$ cat src/rtl/spi_pkg.sv
// Shared definitions for the SPI initiator: command layout, opcodes and FSM state type.
package spi_pkg;

  localparam int CMD_W  = 10;
  localparam int DATA_W = 8;

  localparam logic [1:0] OP_WR_ADDR = 2'b00;
  localparam logic [1:0] OP_WR_DATA = 2'b01;
  localparam logic [1:0] OP_RD_ADDR = 2'b10;
  localparam logic [1:0] OP_RD_DATA = 2'b11;

  typedef enum logic [2:0] {
    ST_IDLE,
    ST_START,
    ST_MODE,
    ST_SHIFT,
    ST_RD_WAIT,
    ST_RD_SHIFT,
    ST_RESP,
    ST_GAP
  } spi_state_t;

  // Only a read-data command keeps the slave selected to return a byte.
  function automatic spi_state_t state_after_cmd(input logic [1:0] op);
    spi_state_t nxt;
    nxt = ST_GAP;
    case (op)
      OP_WR_ADDR, OP_WR_DATA, OP_RD_ADDR: nxt = ST_GAP;
      OP_RD_DATA:                         nxt = ST_RD_WAIT;
      default:                            nxt = ST_GAP;
    endcase
    return nxt;
  endfunction

endpackage

$ cat src/rtl/spi_shift_reg.sv
// MSB-first shift register with parallel load; serial output is q[W-1], serial input enters at bit 0.
module spi_shift_reg #(
  parameter int W = 8
) (
  input  logic         clk,
  input  logic         load,
  input  logic [W-1:0] load_data,
  input  logic         shift_en,
  input  logic         ser_in,
  output logic [W-1:0] q
);

  // Pure datapath: contents are only meaningful after a load or a full shift sequence.
  always_ff @(posedge clk) begin
    if (load) begin
      q <= load_data;
    end else if (shift_en) begin
      q <= {q[W-2:0], ser_in};
    end
  end

endmodule

$ cat src/rtl/spi_master_ctrl.sv
// SPI initiator: frames a 10-bit host command on SS_n/MOSI and, for read-data commands,
// captures the 8-bit reply from MISO. Outputs lag the state register by one edge.
module spi_master_ctrl
  import spi_pkg::*;
#(
  parameter int RD_WAIT = 2,
  parameter int GAP     = 1
) (
  input  logic             clk,
  input  logic             rst_n,
  input  logic             cmd_valid,
  input  logic [CMD_W-1:0] cmd_data,
  output logic             cmd_ready,
  output logic             rsp_valid,
  output logic [DATA_W-1:0] rsp_data,
  output logic             busy,
  output logic             SS_n,
  output logic             MOSI,
  input  logic             MISO
);

  localparam logic [3:0] CMD_MSB   = 4'(CMD_W - 1);
  localparam logic [3:0] RX_LAST   = 4'(DATA_W - 1);
  localparam logic [3:0] WAIT_LAST = 4'(RD_WAIT - 1);
  localparam logic [3:0] GAP_LAST  = 4'(GAP - 1);

  spi_state_t        state;
  logic [3:0]        cnt;
  logic [1:0]        op_q;
  logic [CMD_W-1:0]  cmd_q;
  logic [DATA_W-1:0] shift_q;
  logic              cmd_load;
  logic              rx_shift;

  assign cmd_load = (state == ST_IDLE) && cmd_valid && cmd_ready;
  assign rx_shift = (state == ST_RD_SHIFT);

  // Command word is frozen at accept; later cmd_data changes cannot reach the frame.
  spi_shift_reg #(.W(CMD_W)) u_cmd_sr (
    .clk       (clk),
    .load      (cmd_load),
    .load_data (cmd_data),
    .shift_en  (1'b0),
    .ser_in    (1'b0),
    .q         (cmd_q)
  );

  spi_shift_reg #(.W(DATA_W)) u_rx_sr (
    .clk       (clk),
    .load      (1'b0),
    .load_data ('0),
    .shift_en  (rx_shift),
    .ser_in    (MISO),
    .q         (shift_q)
  );

  always_ff @(posedge clk) begin
    if (!rst_n) begin
      state     <= ST_IDLE;
      cnt       <= '0;
      SS_n      <= 1'b1;
      MOSI      <= 1'b0;
      cmd_ready <= 1'b0;
      busy      <= 1'b0;
      rsp_valid <= 1'b0;
      rsp_data  <= '0;
    end else begin
      rsp_valid <= 1'b0;
      case (state)
        ST_IDLE: begin
          SS_n <= 1'b1;
          MOSI <= 1'b0;
          cnt  <= '0;
          if (cmd_load) begin
            op_q      <= cmd_data[CMD_W-1 -: 2];
            cmd_ready <= 1'b0;
            busy      <= 1'b1;
            state     <= ST_START;
          end else begin
            cmd_ready <= 1'b1;
            busy      <= 1'b0;
          end
        end
        ST_START: begin
          SS_n  <= 1'b0;
          MOSI  <= 1'b0;
          state <= ST_MODE;
        end
        ST_MODE: begin
          MOSI  <= cmd_q[CMD_MSB];
          cnt   <= '0;
          state <= ST_SHIFT;
        end
        ST_SHIFT: begin
          MOSI <= cmd_q[CMD_MSB - cnt];
          if (cnt == CMD_MSB) begin
            cnt   <= '0;
            state <= state_after_cmd(op_q);
          end else begin
            cnt <= cnt + 4'd1;
          end
        end
        ST_RD_WAIT: begin
          SS_n <= 1'b0;
          MOSI <= 1'b0;
          if (cnt == WAIT_LAST) begin
            cnt   <= '0;
            state <= ST_RD_SHIFT;
          end else begin
            cnt <= cnt + 4'd1;
          end
        end
        ST_RD_SHIFT: begin
          SS_n <= 1'b0;
          MOSI <= 1'b0;
          if (cnt == RX_LAST) begin
            cnt   <= '0;
            state <= ST_RESP;
          end else begin
            cnt <= cnt + 4'd1;
          end
        end
        ST_RESP: begin
          SS_n      <= 1'b0;
          MOSI      <= 1'b0;
          rsp_data  <= shift_q;
          rsp_valid <= 1'b1;
          state     <= ST_GAP;
        end
        ST_GAP: begin
          SS_n <= 1'b1;
          MOSI <= 1'b0;
          if (cnt == GAP_LAST) begin
            cnt       <= '0;
            busy      <= 1'b0;
            cmd_ready <= 1'b1;
            state     <= ST_IDLE;
          end else begin
            cnt <= cnt + 4'd1;
          end
        end
        default: begin
          state <= ST_IDLE;
          cnt   <= '0;
        end
      endcase
    end
  end

endmodule

$ cat config.mk
export PLATFORM = sky130hd
export DESIGN_NAME = spi_master_ctrl
export DESIGN_NICKNAME = d
export VERILOG_FILES = /design/src/rtl/spi_pkg.sv /design/src/rtl/spi_shift_reg.sv /design/src/rtl/spi_master_ctrl.sv
export SDC_FILE = /design/constraint.sdc
export NUM_CORES = 1
export LEC_CHECK = 0
export ABC_CLOCK_PERIOD_IN_PS = 2100
export BUFFER_PORTS_ARGS = -buffer_cell sky130_fd_sc_hd__buf_4
export CAP_MARGIN = 20
export CORE_ASPECT_RATIO = 0.9
export CORE_UTILIZATION = 55
export DETAILED_ROUTE_END_ITERATION = 10
export PLACE_DENSITY = 0.77
export SKIP_CTS_REPAIR_TIMING = 1
export SLEW_MARGIN = 20
export SYNTH_ARGS = -nofsm -noshare
export SYNTH_HDL_FRONTEND = slang
export SYNTH_HIERARCHICAL = 1
export SYNTH_SLANG_ARGS = --single-unit
$ cat constraint.sdc
create_clock -name clk -period 2.1 [get_ports clk]
set_input_delay 0 -clock clk [delete_from_list [all_inputs] [get_ports clk]]
set_output_delay 0 -clock clk [all_outputs]
set_load 0.01 [all_outputs]
==> run metrics, run 1 <==
fin crit share 90.7%; Post-Syn Area 2000 µm²; Sink Count 40; fin. max-slew vios 0; setup TNS 0 ns; drt wl/cell 15.8 µm; maximum clock path buffer count 2; fill cell count 224; critical path arrival 2.11 ns; RR Startpoint cnt[2]; final antenna-violating net count 0; H-tree depth 2; final WL 4.13 mm; Place WS 0.227 ns; die area 3890 µm²; nets 236; hpwl dp 2.62 mm; I/O Pins 27; Crit Path Category reg2reg; area post-placement 2290 µm²; Setup WS post-layout 0.195 ns; ranking of synthesized cells by instance count dfxtp_1, edfxtp_1, mux2_4; crit path max fanout 7; Crit. End Element register; Post-Syn Area per Cell 12.4 µm²; worst vdd ir 709 µV; top cell type by total area after synthesis edfxtp_1; Worst-Skew Late Latency 0.30 ns; Clock Skews 0.00854 ns; fin cells 262; total power 2.57 mW; Worst Path Required 2.31 ns; post-synth top area share 30.0%; Worst Hold Launch cmd_data[3]; Cell variety after synth 46; largest cells by area after synthesis edfxtp_1, dfxtp_1, mux2_4; Most used DFF post-synth edfxtp_1; Worst setup SP type register; Hold Crit Class in2reg; First DRT Iteration DRCs 68; crit path launch cnt[2]; fmax 525 MHz; total track usage 23.2%; final hold slack 0.00999 ns; share of layout cells above drive strength 1 32.1%; height of the die 59.3 µm; worst-margin pin slew 0.514 ns; # rows 20; relative slew slack 65.5%; GP Congestion 0.885; Pwr per Cell Area 1020 nW/µm²; ant diodes 0; Die Wd 65.6 µm; gr ovfl total 0; TritonCTS clock tree yes; YS warnings 6; first-pass GRT wire length 6.58 mm; RSZ-0062 raised after global routing no; register area 1000 µm²; Syn-to-layout area delta 26.0%; core area 3430 µm²; initial antenna violation count 0; pin count of the biggest net entering global routing 16; Seq cells post-synth 40; vias in the first global route 1388; final setup violation count 0; max-cap viol count 0; vias 1413; via/cell ratio 5.39; final-report hold violation count 0; register area share after synthesis 50.0%; root buf cell clkbuf_8; Post-synth EDFFs 20; fin crit period 1.91 ns; final instance area 2520 µm²; fin util 73.6%; drt drc 0; Gate Count Post-Synth 162; multi-input logic area 947 µm²; FFs w/ async S/R, synth 0%; Leakage 1.10 nW; status complete, no violations; placed cell count 243; PortBufs 26; CTS Buf Count 5; Worst-path clk slew 0.08 ns; Initial Util 58.4%; DR pass1 iterations 4
sequential cells by signal, summed over array words and instances (netlist names):
name	count
op_q	2
SS_n	1
MOSI	1
rsp_data	8
u_cmd_sr/q	10
busy	1
state	3
cmd_ready	1
rsp_valid	1
u_rx_sr/q	8
cnt	4
path summary, 6_finish.rpt:
path / endpoint / slack [ns] / depth (start not counted)
max: state[0] / 0.19 / 6
min: u_cmd_sr/q[3] / 0.01 / 2
max reg2reg: state[0] / 0.19 / 6
min reg2reg: cmd_ready / 0.48 / 2
critical path, stage by stage, from the launching register on:
cell      delay [ns]
dfxtp_1         0.42
inv_1           0.10
ha_1            0.21
and4b_2         0.22
a311oi_2        0.49
nor2_1          0.12
a221oi_2        0.26
power breakdown:
| part | total [mW] | switching [mW] | leakage (nW) | internal [mW] |
|---|---|---|---|---|
| logic | 0.833 | 0.405 | 0.685 | 0.429 |
| registers | 1.07 | 0.0765 | 0.358 | 0.992 |
| clock network | 0.672 | 0.283 | 0.0614 | 0.389 |
| total | 2.57 | 0.765 | 1.10 | 1.81 |
cell families (layout without fill, tap and decap cells):
family	after synthesis	in the layout	share of synthesized area [%]
buf+inv	15	61	4.62
fa+ha+maj	5	5	3.12
mux	30	30	20.6
flops	40	40	50.0
compound gates	28	28	10.4
other cells	1	11	0.187
xor+xnor	1	1	0.437
simple gates	42	42	10.7
routing by layer:
metal  vias to the layer above  routed length (µm)  GRT usage [%]
met3                         4                 151           7.50
met1                       678                1830           29.7
met2                        33                2110           36.8
met5                         -                   0              0
li1                        698                   -              -
met4                         0                  42           8.70
final cells by class:
cell class | count | share of cell area, %
Sequential cell | 40 | 39.7
Inverter | 7 | 1.04
Clock buffer | 6 | 3.27
Clock inverter | 2 | 1.54
Timing Repair Buffer | 46 | 14.8
Tap cell | 44 | 2.18
Multi-Input combinational cell | 117 | 37.5
placed cells by master (no fill, tap or decap), drive strengths merged, types with 2 or more instances in the layout:
master and n:
nand2b 2, dlygate4sd3 11, ha 5, inv 6
nand2 6, mux2 19, nor2 16, mux2i 9
o21ai 4, edfxtp 20, buf 35, nand3 2
conb 11, a211oi 3, and2 2, mux4 2
clkbuf 6, or2 2, a21oi 7, nand3b 2
clkinv 2, nor3 4, dfxtp 20
(Power assumes the default switching activity.)
==> run 2: changes to the inputs <==
--- a/config.mk
+++ b/config.mk
@@ -9,6 +9,7 @@
 export BUFFER_PORTS_ARGS = -buffer_cell sky130_fd_sc_hd__buf_4
 export CAP_MARGIN = 20
 export CORE_ASPECT_RATIO = 0.9
+export CORE_MARGIN = 4
 export CORE_UTILIZATION = 55
 export DETAILED_ROUTE_END_ITERATION = 10
 export PLACE_DENSITY = 0.77
@@ -16,5 +17,4 @@
 export SLEW_MARGIN = 20
 export SYNTH_ARGS = -nofsm -noshare
 export SYNTH_HDL_FRONTEND = slang
-export SYNTH_HIERARCHICAL = 1
 export SYNTH_SLANG_ARGS = --single-unit
==> run 2 against run 1 <==
  * Worst hold slack better by 0.0035 ns
  * Sequential power about the same
  * Cell count down 12%
  * Critical endpoint is now state[1]
  * Highest routed layer unchanged
==> run metrics, run 2 <==
status complete, no violations (unchanged); total track usage 15.8% (was 23.2%); CP delay by family, top flip-flops (was compound AO/OA/AOI/OAI gates); GR met2 Demand/Resource 23.7% (was 36.8%); FFs w/ async S/R, synth 0% (unchanged); pin count of the biggest net entering global routing 18 (was 16); Worst path slowest cell dfxtp_1 (was a311oi_2); Int Power 1.26 mW (was 1.81 mW); nets 206 (was 236); hpwl dp 2.22 mm (was 2.62 mm); root buf cell clkbuf_4 (was clkbuf_8); Leakage 0.879 nW (was 1.10 nW); post-synth top area share 33.5% (was 30.0%); fin crit period 1.86 ns (was 1.91 ns); Place WS 0.285 ns (was 0.227 ns); setup TNS 0 ns (unchanged); TritonCTS clock tree yes (unchanged); share of layout cells above drive strength 1 26.6% (was 32.1%); final antenna-violating net count 0 (unchanged); Clock Skews 0.00393 ns (was 0.00854 ns); H-tree depth 2 (unchanged); core area 3090 µm² (was 3430 µm²); fill cell count 231 (was 224); Most used DFF post-synth edfxtp_1 (unchanged); vias 1214 (was 1413); Sink Count 40 (unchanged); combinational share of power 22.8% (was 32.4%); Worst-Skew Late Latency 0.34 ns (was 0.30 ns); Hold Crit Class in2reg (unchanged); PortBufs 26 (unchanged); Initial Util 58.0% (was 58.4%); top cell type by total area after synthesis edfxtp_1 (unchanged); final WL 3.23 mm (was 4.13 mm); switching share of power 30.9% (was 29.7%); fin cells 230 (was 262); GR met3 Demand/Resource 5.05% (was 7.50%); Top reg by flops u_cmd_sr.q (was u_cmd_sr/q); ranking of synthesized cells by instance count dfxtp_1, edfxtp_1, nor2_1 (was dfxtp_1, edfxtp_1, mux2_4); worst vdd ir 668 µV (was 709 µV); Worst Path Required 2.33 ns (was 2.31 ns); crit-path cells ha_1 > nor3b_2 > o22ai_4 > o41ai_1 > a21oi_1 (was inv_1 > ha_1 > and4b_2 > a311oi_2 > nor2_1 > a221oi_2); Setup WS post-layout 0.238 ns (was 0.195 ns); Seq cells post-synth 40 (unchanged); GP Congestion 0.778 (was 0.885); crit path launch cnt[0] (was cnt[2]); largest cells by area after synthesis edfxtp_1, dfxtp_1, mux2i_1 (was edfxtp_1, dfxtp_1, mux2_4); initial antenna violation count 0 (unchanged); Crit. End Element register (unchanged); maximum clock path buffer count 2 (unchanged); Worst setup SP type register (unchanged); YS warnings 0 (was 6); ant diodes 0 (unchanged); Post-Syn Area per Cell 12.3 µm² (was 12.4 µm²); fin crit share 88.7% (was 90.7%); crit path max fanout 13 (was 7); CTS Buf Count 5 (unchanged); via/cell ratio 5.28 (was 5.39); Post-synth EDFFs 20 (unchanged); commonest non-fill, non-tap cell in the layout buf_4 (unchanged); CP Buf/Inv Count 0 (was 1); Reg power frac 57.0% (was 41.5%); fin util 70.1% (was 73.6%); relative slew slack 63.6% (was 65.5%); placed cell count 210 (was 243); clock power share 20.2% (was 26.1%); Post-Syn Area 1790 µm² (was 2000 µm²); total power 1.82 mW (was 2.57 mW); GR Util met1 20.6% (was 29.7%); Worst Hold Launch cmd_valid (was cmd_data[3]); max FFs per register 10 (unchanged); global routing's busiest layer met2 (unchanged); first-pass GRT wire length 5.04 mm (was 6.58 mm); max-cap viol count 0 (unchanged); height of the die 62.1 µm (was 59.3 µm); critical path arrival 2.09 ns (was 2.11 ns); Cell variety after synth 45 (was 46); Net Switching 0.561 mW (was 0.765 mW); gr ovfl total 0 (unchanged); Syn-to-layout area delta 20.9% (was 26.0%); fin. max-slew vios 0 (unchanged); Gate Count Post-Synth 146 (was 162); # rows 19 (was 20); DR pass1 iterations 4 (unchanged); syn_nets 165; CP max stage delay 0.64 ns (was 0.49 ns); Crit Path Category reg2reg (unchanged); register area share after synthesis 55.9% (was 50.0%); drt wl/cell 14.0 µm (was 15.8 µm); final setup violation count 0 (unchanged); Worst-path clk slew 0.11 ns (was 0.08 ns); RSZ-0062 raised after global routing no (unchanged); final-report hold violation count 0 (unchanged); commonest cells after routing, fill and taps aside buf_4, dfxtp_1, edfxtp_1, nor2_1 (was buf_4, dfxtp_1, edfxtp_1, mux2_4, nor2_1); RR Startpoint cnt[0] (was cnt[2]); fmax 537 MHz (was 525 MHz); I/O Pins 27 (unchanged); Largest regs u_cmd_sr.q: 10 flops, rsp_data: 8 flops, u_rx_sr.q: 8 flops (was u_cmd_sr/q: 10 flops, rsp_data: 8 flops, u_rx_sr/q: 8 flops); First DRT Iteration DRCs 52 (was 68); Pwr per Cell Area 840 nW/µm² (was 1020 nW/µm²); vias in the first global route 1102 (was 1388); die area 4240 µm² (was 3890 µm²); Die Wd 68.2 µm (was 65.6 µm); worst-margin pin slew 0.546 ns (was 0.514 ns); drt drc 0 (unchanged)
==> run 2: cell count changes in the layout (fill, tap and decap cells not counted), sizes merged, moves of 3 or more <==
| cell | delta |
|---|---|
| mux2 | -18 |
| a21oi | +6 |
| buf | -6 |
| nor3b | +3 |
| conb | -11 |
| o22ai | +3 |
| nand3b | +3 |
==> run 2: routing by layer <==
metal	vias up	wire, µm
li1	614	-
met1	567	1410
met2	27	1610
met3	6	151
met4	0	54
met5	-	0
==> run 2: final timing paths <==
kind              slack (ns)  cells past startpoint      endpoint
setup / recovery        0.24                      5      state[1]
setup reg to reg        0.24                      5      state[1]
hold / removal          0.01                      3          busy
hold reg to reg         0.47                      0  u_rx_sr.q[7]
==> run 2: cell families after synthesis <==
logic type,synth area share [%]
AO/OA/AOI/OAI,11.1
XOR/XNOR,0.978
adder cells (fa/ha/maj),3.49
buffers and inverters,5.52
flip-flops,55.9
multiplexers,7.82
AND/OR/NAND/NOR,15.2
==> run 2: area by class of cell <==
type	instances	area, µm²	share of cell area, %
sequential	40	1000	46.2
multi-input combinational	91	692	31.9
timing repair buffer	41	338	15.6
tap	42	52.6	2.43
clock buffer	6	41.3	1.91
inverter	8	30.0	1.39
clock inverter	2	11.3	0.520
==> run 2: power by group through the flow <==
stage                     clock (mW)  sequential, mW  combinational (mW)
after floorplan                    0           0.986               0.389
after CTS                      0.376            1.03               0.402
after global placement             0            1.05               0.385
after detailed placement           0            1.05               0.401
final                          0.368            1.04               0.415
after global routing           0.417            1.05               0.461
==> run 2: per-stage QoR <==
stage / hold slack, ns / cell area (µm²)
global route: 0.00769 / 2170
CTS: -0.182 / 2050
finish: 0.0134 / 2170
detailed placement: 0.179 / 1990
floorplan: 0.0989 / 1790
global placement: 0.178 / 1990
==> run 2: tightest hold or removal path, stage by stage <==
cell and delay [ns]:
buf_4 0.11, nand3_1 0.12, a21oi_1 0.07
